### config.mk
export PLATFORM = sky130hd
export DESIGN_NAME = data_fifo
export DESIGN_NICKNAME = d
export VERILOG_FILES = /design/src/rtl/data_fifo.sv
export SDC_FILE = /design/constraint.sdc
export NUM_CORES = 1
export LEC_CHECK = 0
export CORE_MARGIN = 5
export CORE_UTILIZATION = 35
export CTS_CLUSTER_DIAMETER = 100
export DETAILED_ROUTE_END_ITERATION = 6
export SLEW_MARGIN = 20
export SYNTH_ARGS = -nofsm -noshare
export SYNTH_HDL_FRONTEND = slang
export SYNTH_SLANG_ARGS = --single-unit
### constraint.sdc
create_clock -name clk -period 2.9 [get_ports clk]
set_input_delay 0.58 -clock clk [delete_from_list [all_inputs] [get_ports clk]]
set_output_delay 0.58 -clock clk [all_outputs]
set_load 0.02 [all_outputs]
### src/rtl/data_fifo.sv
// Synchronous circular-buffer FIFO with registered read data, occupancy status
// and single-cycle pulses for rejected pushes and pops.
module data_fifo #(
  parameter int WIDTH = 8,
  parameter int DEPTH = 8
) (
  input  logic                     clk,
  input  logic                     rst,
  input  logic [WIDTH-1:0]         data_in,
  input  logic                     wr_en,
  input  logic                     rd_en,
  output logic [WIDTH-1:0]         data_out,
  output logic                     data_valid,
  output logic                     full,
  output logic                     empty,
  output logic [$clog2(DEPTH):0]   count,
  output logic                     overflow,
  output logic                     underflow
);

  localparam int AW = $clog2(DEPTH);
  localparam int CW = AW + 1;

  logic [WIDTH-1:0] mem [DEPTH];
  logic [AW-1:0]    wp;
  logic [AW-1:0]    rp;
  logic             push_ok;
  logic             pop_ok;
  logic [CW-1:0]    count_nxt;

  // A push into a full FIFO is still accepted when a pop frees a slot on the same edge.
  assign push_ok = wr_en && (!full || rd_en);
  assign pop_ok  = rd_en && !empty;

  always_comb begin
    count_nxt = count;
    case ({push_ok, pop_ok})
      2'b10:   count_nxt = count + CW'(1);
      2'b01:   count_nxt = count - CW'(1);
      default: count_nxt = count;
    endcase
  end

  // Storage is deliberately not reset.
  always_ff @(posedge clk) begin
    if (!rst && push_ok) begin
      mem[wp] <= data_in;
    end
  end

  always_ff @(posedge clk) begin
    if (rst) begin
      wp         <= '0;
      rp         <= '0;
      count      <= '0;
      full       <= 1'b0;
      empty      <= 1'b1;
      data_out   <= '0;
      data_valid <= 1'b0;
      overflow   <= 1'b0;
      underflow  <= 1'b0;
    end else begin
      if (push_ok) begin
        wp <= wp + AW'(1);
      end
      if (pop_ok) begin
        data_out <= mem[rp];
        rp       <= rp + AW'(1);
      end
      data_valid <= pop_ok;
      overflow   <= wr_en && full && !rd_en;
      underflow  <= rd_en && empty;
      count      <= count_nxt;
      full       <= (count_nxt == CW'(DEPTH));
      empty      <= (count_nxt == '0);
    end
  end

endmodule

After elaboration in Yosys (flattened, before gate mapping):

Memories as Yosys holds them, arrays and structs flattened. A register that Yosys moved wholly into a read port is not among the register bits.
Index checks and enable logic that the tools add are counted.

* flip-flop bits (word level): 15
* bits in writable memories: 64
* output and inout bits: 17
* memories kept: 1

Memories
* mem: depth 8, width 8, rd ports 1, clocked after Yosys merged registers in 1, write ports 1, line 24 `logic [WIDTH-1:0] mem [DEPTH];`

* add/subtract/negate cells: 4
* equality and inequality tests: 3
* muxes and demuxes: 3
* reductions and logical operators: 12

Operators by type and width (number)
* $pmux 4 s2: 1
* $add 3x1->3 const B: 2
* $logic_and 1x1->1: 6
* $add 4x1->4 const B: 1
* $eq 4x4->1 const B: 1
* $logic_not 1->1: 4
* $logic_not 4->1: 1
* $sub 4x1->4 const B: 1
* $eq 2x1->1 const B: 1
* $eq 2x2->1 const B: 1
* $mux 1: 2
* $logic_or 1x1->1: 1

Depth between registers and ports, before layout:

Gate-level depths: netlist of the first run.

* depth in word-level cells: 6
* depth in mapped cells: 9
* depth with buffers taken out: 8

Worst setup path before layout of the first run:

Ideal clock, no wire load.

* path kind: input-to-reg
* from: input rd_en
* to: register full
* library setup time: 0.117 ns
* data arrival time: 2.221 ns
* data required time: 2.783 ns
* setup slack: 0.562 ns
* stages: 9
* cell sequence: nor2b_1 -> clkbuf_1 -> ha_1 -> clkbuf_1 -> nand2b_1 -> nor2_1 -> a32oi_1 -> mux2_4 -> nor2b_4

* longest elaborated chain between the ends: 5

RTL lines
* from (decl): line 11 `input logic rd_en,`
* $logic_or 1x1->1: line 32 `assign push_ok = wr_en && (!full || rd_en);`
* $logic_and 1x1->1: line 32
* $eq 2x1->1 / $eq 2x2->1 (equally long branches): line 37 `case ({push_ok, pop_ok})`
* $pmux 4 s2 *: line 37
* $eq 4x4->1 *: line 74 `full <= (count_nxt == CW'(DEPTH));`
* to (signal assigned): line 74
* to (decl): line 14 `output logic full,`

Every way passes the cells marked *; elsewhere a longest branch is shown, timed or not.
A chain may end at the register's enable or synchronous reset.

Worst setup path after layout of the first run:

Same ends and word-level chain as after synthesis.

==> impl_metrics.csv, run 1 <==
group,metric,value,unit
run_status,outcome,"finished clean",
sta,hold_viol,0,
synth,avgSynthCellArea,16.7,um^2
route,vias_per_cell,4.71,
floorplan,die_x,109,um
synth,synth_area_leaders,"edfxtp_1 (56%), dfxtp_1 (13%), mux4_2 (11%)",
synth,synthDistinctLibCells,36,
synth,synth.mux.area_fraction,0.142,
clocking,cts_tree,"built",
sta,worst_slack,443,ps
synth,synth-xor-area-share,0.0179,
cells_and_area,antenna_cells,0,
global_route,grt_pass1_wl,9.54,mm
synth,yosys.area_share.simple,0.0786,
route,drc,0,
critical_path,startpoint_type,"primary input",
clocking,cts_root_buf,"clkbuf_8",
synth,synth_top_family_by_area,"multiplexers",
synth,postSynth.asyncResetShare,0,
route,vias,1824,
sta,fin_crit,2460,ps
cells_and_area,area_growth,20.1,%
synth,synth_nets,221,
synth,synth_top_area_cell,"edfxtp_1",
cells_and_area,drive_above_1_share,0.209,
route,drtIter0Drc,94,
synth,netlist_instances,205,
synth,syn_area,3420,um^2
route,ant_nets,0,
sta,report.final.slew_viol_count,0,
critical_path,required,3150,ps
critical_path,endpoint_kind,"register",
placed_design,pre_cts_slack,120,ps
route,firstDrtPassIters,4,
pwr,power_density,696,nW/um^2
global_route,antenna_found_initial,0,
critical_path,critPathArrivalTime,2700,ps
sta,slew_headroom,0.487,
clocking,clkLatencyLatePin,340,ps
sta,finClkSkew,13.0,ps
route,routed_wl,6.08,mm
clocking,clockBufferDepth,2,
global_route,grt_pass1_vias,1770,
synth,synth_fa_ha_area_frac,0.0146,
synth,ys_dominant_reg_cell,"edfxtp_1",
clocking,hold_buffers,0,
job,maxCapViolations,0,
synth,synth-edff-count,64,
clocking,cts_made_buffers,9,
floorplan,coreArea,9640,um^2
hold_path,hold_path.class,"register to register",
sta,fmax,407,MHz
floorplan,ios,29,
clocking,path_clk_slew,90,ps
clocking,cts_sinks,87,
floorplan,die_area,11900,um^2
sta,fin_crit_sh,0.847,
pwr,p_leak,1.33,nW
placed_design,gp_congestion,0.727,
sta,tns,0,ps
floorplan,start_util,0.355,
critical_path,crit_fanout,7,
synth,synth_compound_area_frac,0.0351,
placed_design,io_buffers,28,
synth,ys_seq_area_frac,0.696,
route,wl_per_cell,15.7,um
sta,setup_viol,0,
global_route,gr-total-overflow,0,
synth,synth_top_area_share,0.561,
floorplan,rows,36,
pwr,irDropWorstVdd,0.224,mV
sta,rsz0062_at_grt,"false",
cells_and_area,num-nets-final,265,
sta,worstMarginPinSlew,769,ps
floorplan,dieHeight,109,um
clocking,cts_resized,0,
critical_path,crit_type,"primary input to register",
synth,synth.most_common_cell,"edfxtp_1",
clocking,cts-htree-levels,3,
clocking,cts_setup_buffers,0,
placed_design,hpwl,3.96,mm
synth,ys_seq_elements,87,
synth,synth_common_cells,"edfxtp_1 (64), nor2_1 (25), dfxtp_1 (23), mux4_2 (16), mux2i_1 (11)",
synth,ys.warnings.count,0,
global_route,gr-usage-all-layers,0.111,
global_route,grt_max_degree,21,
==> registers in the layout, summed over array words and instances, names as in the netlist <==
name,count
underflow,1
full,1
data_valid,1
wp,3
count,4
data_out,8
rp,3
overflow,1
empty,1
mem,64
==> final timing paths <==
kind / start / endpoint / slack (ps) / depth (start not counted)
setup / recovery: rd_en / full$_SDFF_PP0_ / 440 / 9
hold / removal: data_out[6]$_SDFFE_PP0P_ / data_out[6]$_SDFFE_PP0P_ / 500 / 2
setup reg to reg: full$_SDFF_PP0_ / full$_SDFF_PP0_ / 930 / 8
hold reg to reg: data_out[6]$_SDFFE_PP0P_ / data_out[6]$_SDFFE_PP0P_ / 500 / 2
==> logic make-up (layout without fill, tap and decap cells) <==
group | Yosys count | after routing
adders and majority gates | 4 | 4
DFF | 87 | 87
and+or+nand+nor | 52 | 52
AOI/OAI and AO/OA | 16 | 16
muxes | 28 | 28
xor gates and xnor gates | 7 | 7
buffers and inverters | 11 | 60
==> layout by cell type, fill, tap and decap left out, drive strengths merged, types with 2 or more instances in the layout <==
cell,instances
dfxtp,23
mux4,16
nor2b,2
nand2b,4
or2,2
nand3,2
a21oi,4
ha,4
mux2i,11
inv,3
buf,15
edfxtp,64
clkinv,2
a211oi,8
nor2,25
xor2,6
nand2,6
nor3b,2
clkinvlp,2
or3,2
clkbuf,10
o21ai,2
clkdlybuf4s50,28
nor3,2
==> layer usage <==
metal,track usage,wire (um),up-vias,part of all wire
met2,0.166,2820,36,0.46
met5,0,0,-,0
met4,0.0406,70,0,0.012
met3,0.0320,178,4,0.029
li1,-,-,874,-
met1,0.153,3020,910,0.50
==> through the flow <==
stage | instances | power, mW | util | instance area, um^2 | hold slack [ps]
floorplan | 205 | 1.93 | - | 3420 | 498
global placement | 371 | 2.13 | 0.408 | 3930 | 489
detailed placement | 371 | 2.14 | 0.408 | 3930 | 493
CTS | 387 | 2.90 | 0.427 | 4110 | 505
global route | 387 | 3.02 | 0.427 | 4110 | 524
finish | 387 | 2.86 | 0.427 | 4110 | 500
==> final cells by class <==
| type | instances | area [um^2] |
|---|---|---|
| flip-flops and latches | 87 | 2380 |
| clock buffers | 10 | 128 |
| clock inverters | 6 | 52.6 |
| inverters | 1 | 3.75 |
| well taps | 133 | 166 |
| multi-input cells | 107 | 986 |
| repair buffers | 43 | 393 |
| fillers | 899 | 5530 |
==> power breakdown <==
group          leakage (nW)  total [mW]  internal [mW]  switching, mW
clock network        0.0850       0.761          0.323          0.437
logic                 0.483       0.622          0.316          0.305
registers             0.767        1.48           1.41         0.0706
==> critical path: stages <==
cell and delay [ps]:
clkdlybuf4s50_1 530, nand2b_1 150, nand2_1 120, ha_1 450, nand2b_1 160, nor2_1 50, a32oi_1 210, mux2_4 340
nor2b_4 120
Power figures use the tool's default switching activity.
==> run 2, diff against run 1 <==
==> constraint.sdc (replaced) <==
create_clock -name clk -period 2 [get_ports clk]
set_input_delay 0.4 -clock clk [delete_from_list [all_inputs] [get_ports clk]]
set_output_delay 0.4 -clock clk [all_outputs]
set_load 0.02 [all_outputs]
==> run 2 against run 1 <==
Against the previous run:
- core utilization is 1.2 points higher
- combinational power is 59% higher
- total power is 49% higher
- first-iteration DRC count is 11% lower
- clock power is 50% higher
- clock skew is 3.0 ps lower
- die area stayed put
- critical path depth is 8 lower
- clock-buffer cell count is 1 lower
- hold slack worse by 13 ps
- flip-flop and latch count stayed put
- final area is 2.7% higher
- critical path type is now register to output port
- highest routed layer unchanged
==> impl_metrics.csv, run 2 (synthesized netlist as in run 1, its figures left out) <==
group,metric,value,unit
cells_and_area,reg_top3,"mem (64), data_out (8), count (4)",
sta,setup_viol,0,
global_route,grt-busiest-layer,"met2",
sta,report.final.slew_viol_count,0,
floorplan,coreArea,9640,um^2
pwr,irDropWorstVdd,0.371,mV
placed_design,gp_congestion,0.720,
global_route,grt_pass1_wl,9.97,mm
clocking,clockBufferDepth,2,
job,maxCapViolations,0,
pwr,power_density,1010,nW/um^2
floorplan,die_area,11900,um^2
cells_and_area,regMostFlops,"mem",
sta,fmax,535,MHz
sta,tns,0,ps
sta,fin_crit,1870,ps
critical_path,critPathArrivalTime,1470,ps
clocking,cts_made_buffers,9,
critical_path,reg2reg_to,"empty$_SDFF_PP1_",
critical_path,crit_slowest_cell,"clkdlybuf4s50_1",
critical_path,worstPathCellList,"clkdlybuf4s50_1",
critical_path,max_stage_delay,660,ps
cells_and_area,final_common_cell,"edfxtp_1",
placed_design,io_buffers,28,
clocking,clkLatencyLatePin,350,ps
critical_path,worst-path-stages,1,
hold_path,hold_path.class,"primary input to register",
global_route,antenna_found_initial,0,
route,drtIter0Drc,84,
route,vias,1847,
route,wl_per_cell,15.7,um
critical_path,path_delay_family,"buffers and inverters",
global_route,grt_pass1_vias,1772,
critical_path,crit_start,"count[2]$_SDFF_PP0_",
critical_path,r2r_cells,8,
placed_design,hpwl,4.13,mm
route,ant_nets,0,
critical_path,crit_type,"register to output port",
clocking,path_clk_slew,80,ps
route,vias_per_cell,4.65,
run_status,outcome,"finished clean",
critical_path,timing.rr.start,"empty$_SDFF_PP1_",
global_route,grtUsageMet3,0.0462,
sta,rsz0062_at_grt,"false",
floorplan,ios,29,
floorplan,rows,36,
route,drc,0,
sta,worstMarginPinSlew,650,ps
critical_path,required,1600,ps
cells_and_area,drive_above_1_share,0.258,
pwr,p_leak,1.39,nW
clocking,cts_sinks,87,
global_route,met2_usage,0.172,
cells_and_area,layout_common_cells,"edfxtp_1 (64), clkdlybuf4s50_1 (26), nor2_1 (25)",
cells_and_area,largest_register_ffs,64,
floorplan,die_x,109,um
cells_and_area,num-nets-final,275,
critical_path,startpoint_type,"register",
sta,fin_crit_sh,0.935,
critical_path,endpoint_kind,"output port",
placed_design,place_inst,381,
global_route,gr-usage-all-layers,0.117,
sta,finClkSkew,10.1,ps
cells_and_area,fin_cells,397,
clocking,cts_root_buf,"clkbuf_8",
global_route,gr-total-overflow,0,
floorplan,dieHeight,109,um
floorplan,start_util,0.355,
sta,slew_headroom,0.566,
cells_and_area,antenna_cells,0,
hold_path,min_from,"rd_en",
sta,hold_viol,0,
critical_path,reg2reg_slack,170,ps
route,routed_wl,6.23,mm
global_route,grt_max_degree,21,
critical_path,crit_fanout,9,
cells_and_area,area_growth,23.4,%
route,firstDrtPassIters,4,
clocking,cts_tree,"built",
critical_path,critical_path_buf_inv_count,1,
sta,holdWs,488,ps
global_route,grt_use_met1,0.155,
critical_path,crit_end,"count[2]",
clocking,cts-htree-levels,3,
run 2: through the flow:
stage,utilization,setup WS [ps],instance area (um^2),power (mW)
3_5_place_dp,0.418,-416,4030,3.18
6_report,0.438,129,4220,4.27
2_1_floorplan,-,-32.9,3430,2.80
5_1_grt,0.438,8.58,4220,4.52
3_3_place_gp,0.418,-410,4030,3.18
4_1_cts,0.438,88.4,4220,4.34
run 2: layout make-up:
cell class                      count  area, um^2
Tap cell                          133         166
Clock inverter                      7        62.6
Timing Repair Buffer               53         478
Inverter                            1        3.75
Multi-Input combinational cell    107        1010
Clock buffer                        9         124
Fill cell                         897        5420
Sequential cell                    87        2380
run 2: how the worst min path moves through the flow:
stage / end / slack, ps / cells past startpoint
after floorplan: mem[0][0]$_DFFE_PP_ / 500 / 0
after global placement: data_out[1]$_SDFFE_PP0P_ / 490 / 2
after detailed placement: data_out[1]$_SDFFE_PP0P_ / 490 / 2
after CTS: underflow$_SDFF_PP0_ / 460 / 2
after global routing: underflow$_SDFF_PP0_ / 470 / 2
final: underflow$_SDFF_PP0_ / 490 / 2
run 2: power breakdown:
group	switching (mW)	internal, mW	total, mW
clock network	0.664	0.476	1.14
registers	0.0910	2.05	2.14
logic	0.467	0.525	0.991
total	1.22	3.05	4.27
run 2: repair_timing:
action                                  4_1_cts  5_1_grt
resized for setup                             4        0
hold buffers                                  0        0
buffers inserted                              0        0
endpoints found under the setup margin        2        0
run 2: metal layers:
layer / part of all wire / routed length, um / vias to the layer above
met5: 0 / 0 / -
met4: 0.016 / 102 / 0
met3: 0.044 / 272 / 6
met2: 0.46 / 2890 / 35
met1: 0.48 / 2970 / 917
li1: - / - / 889
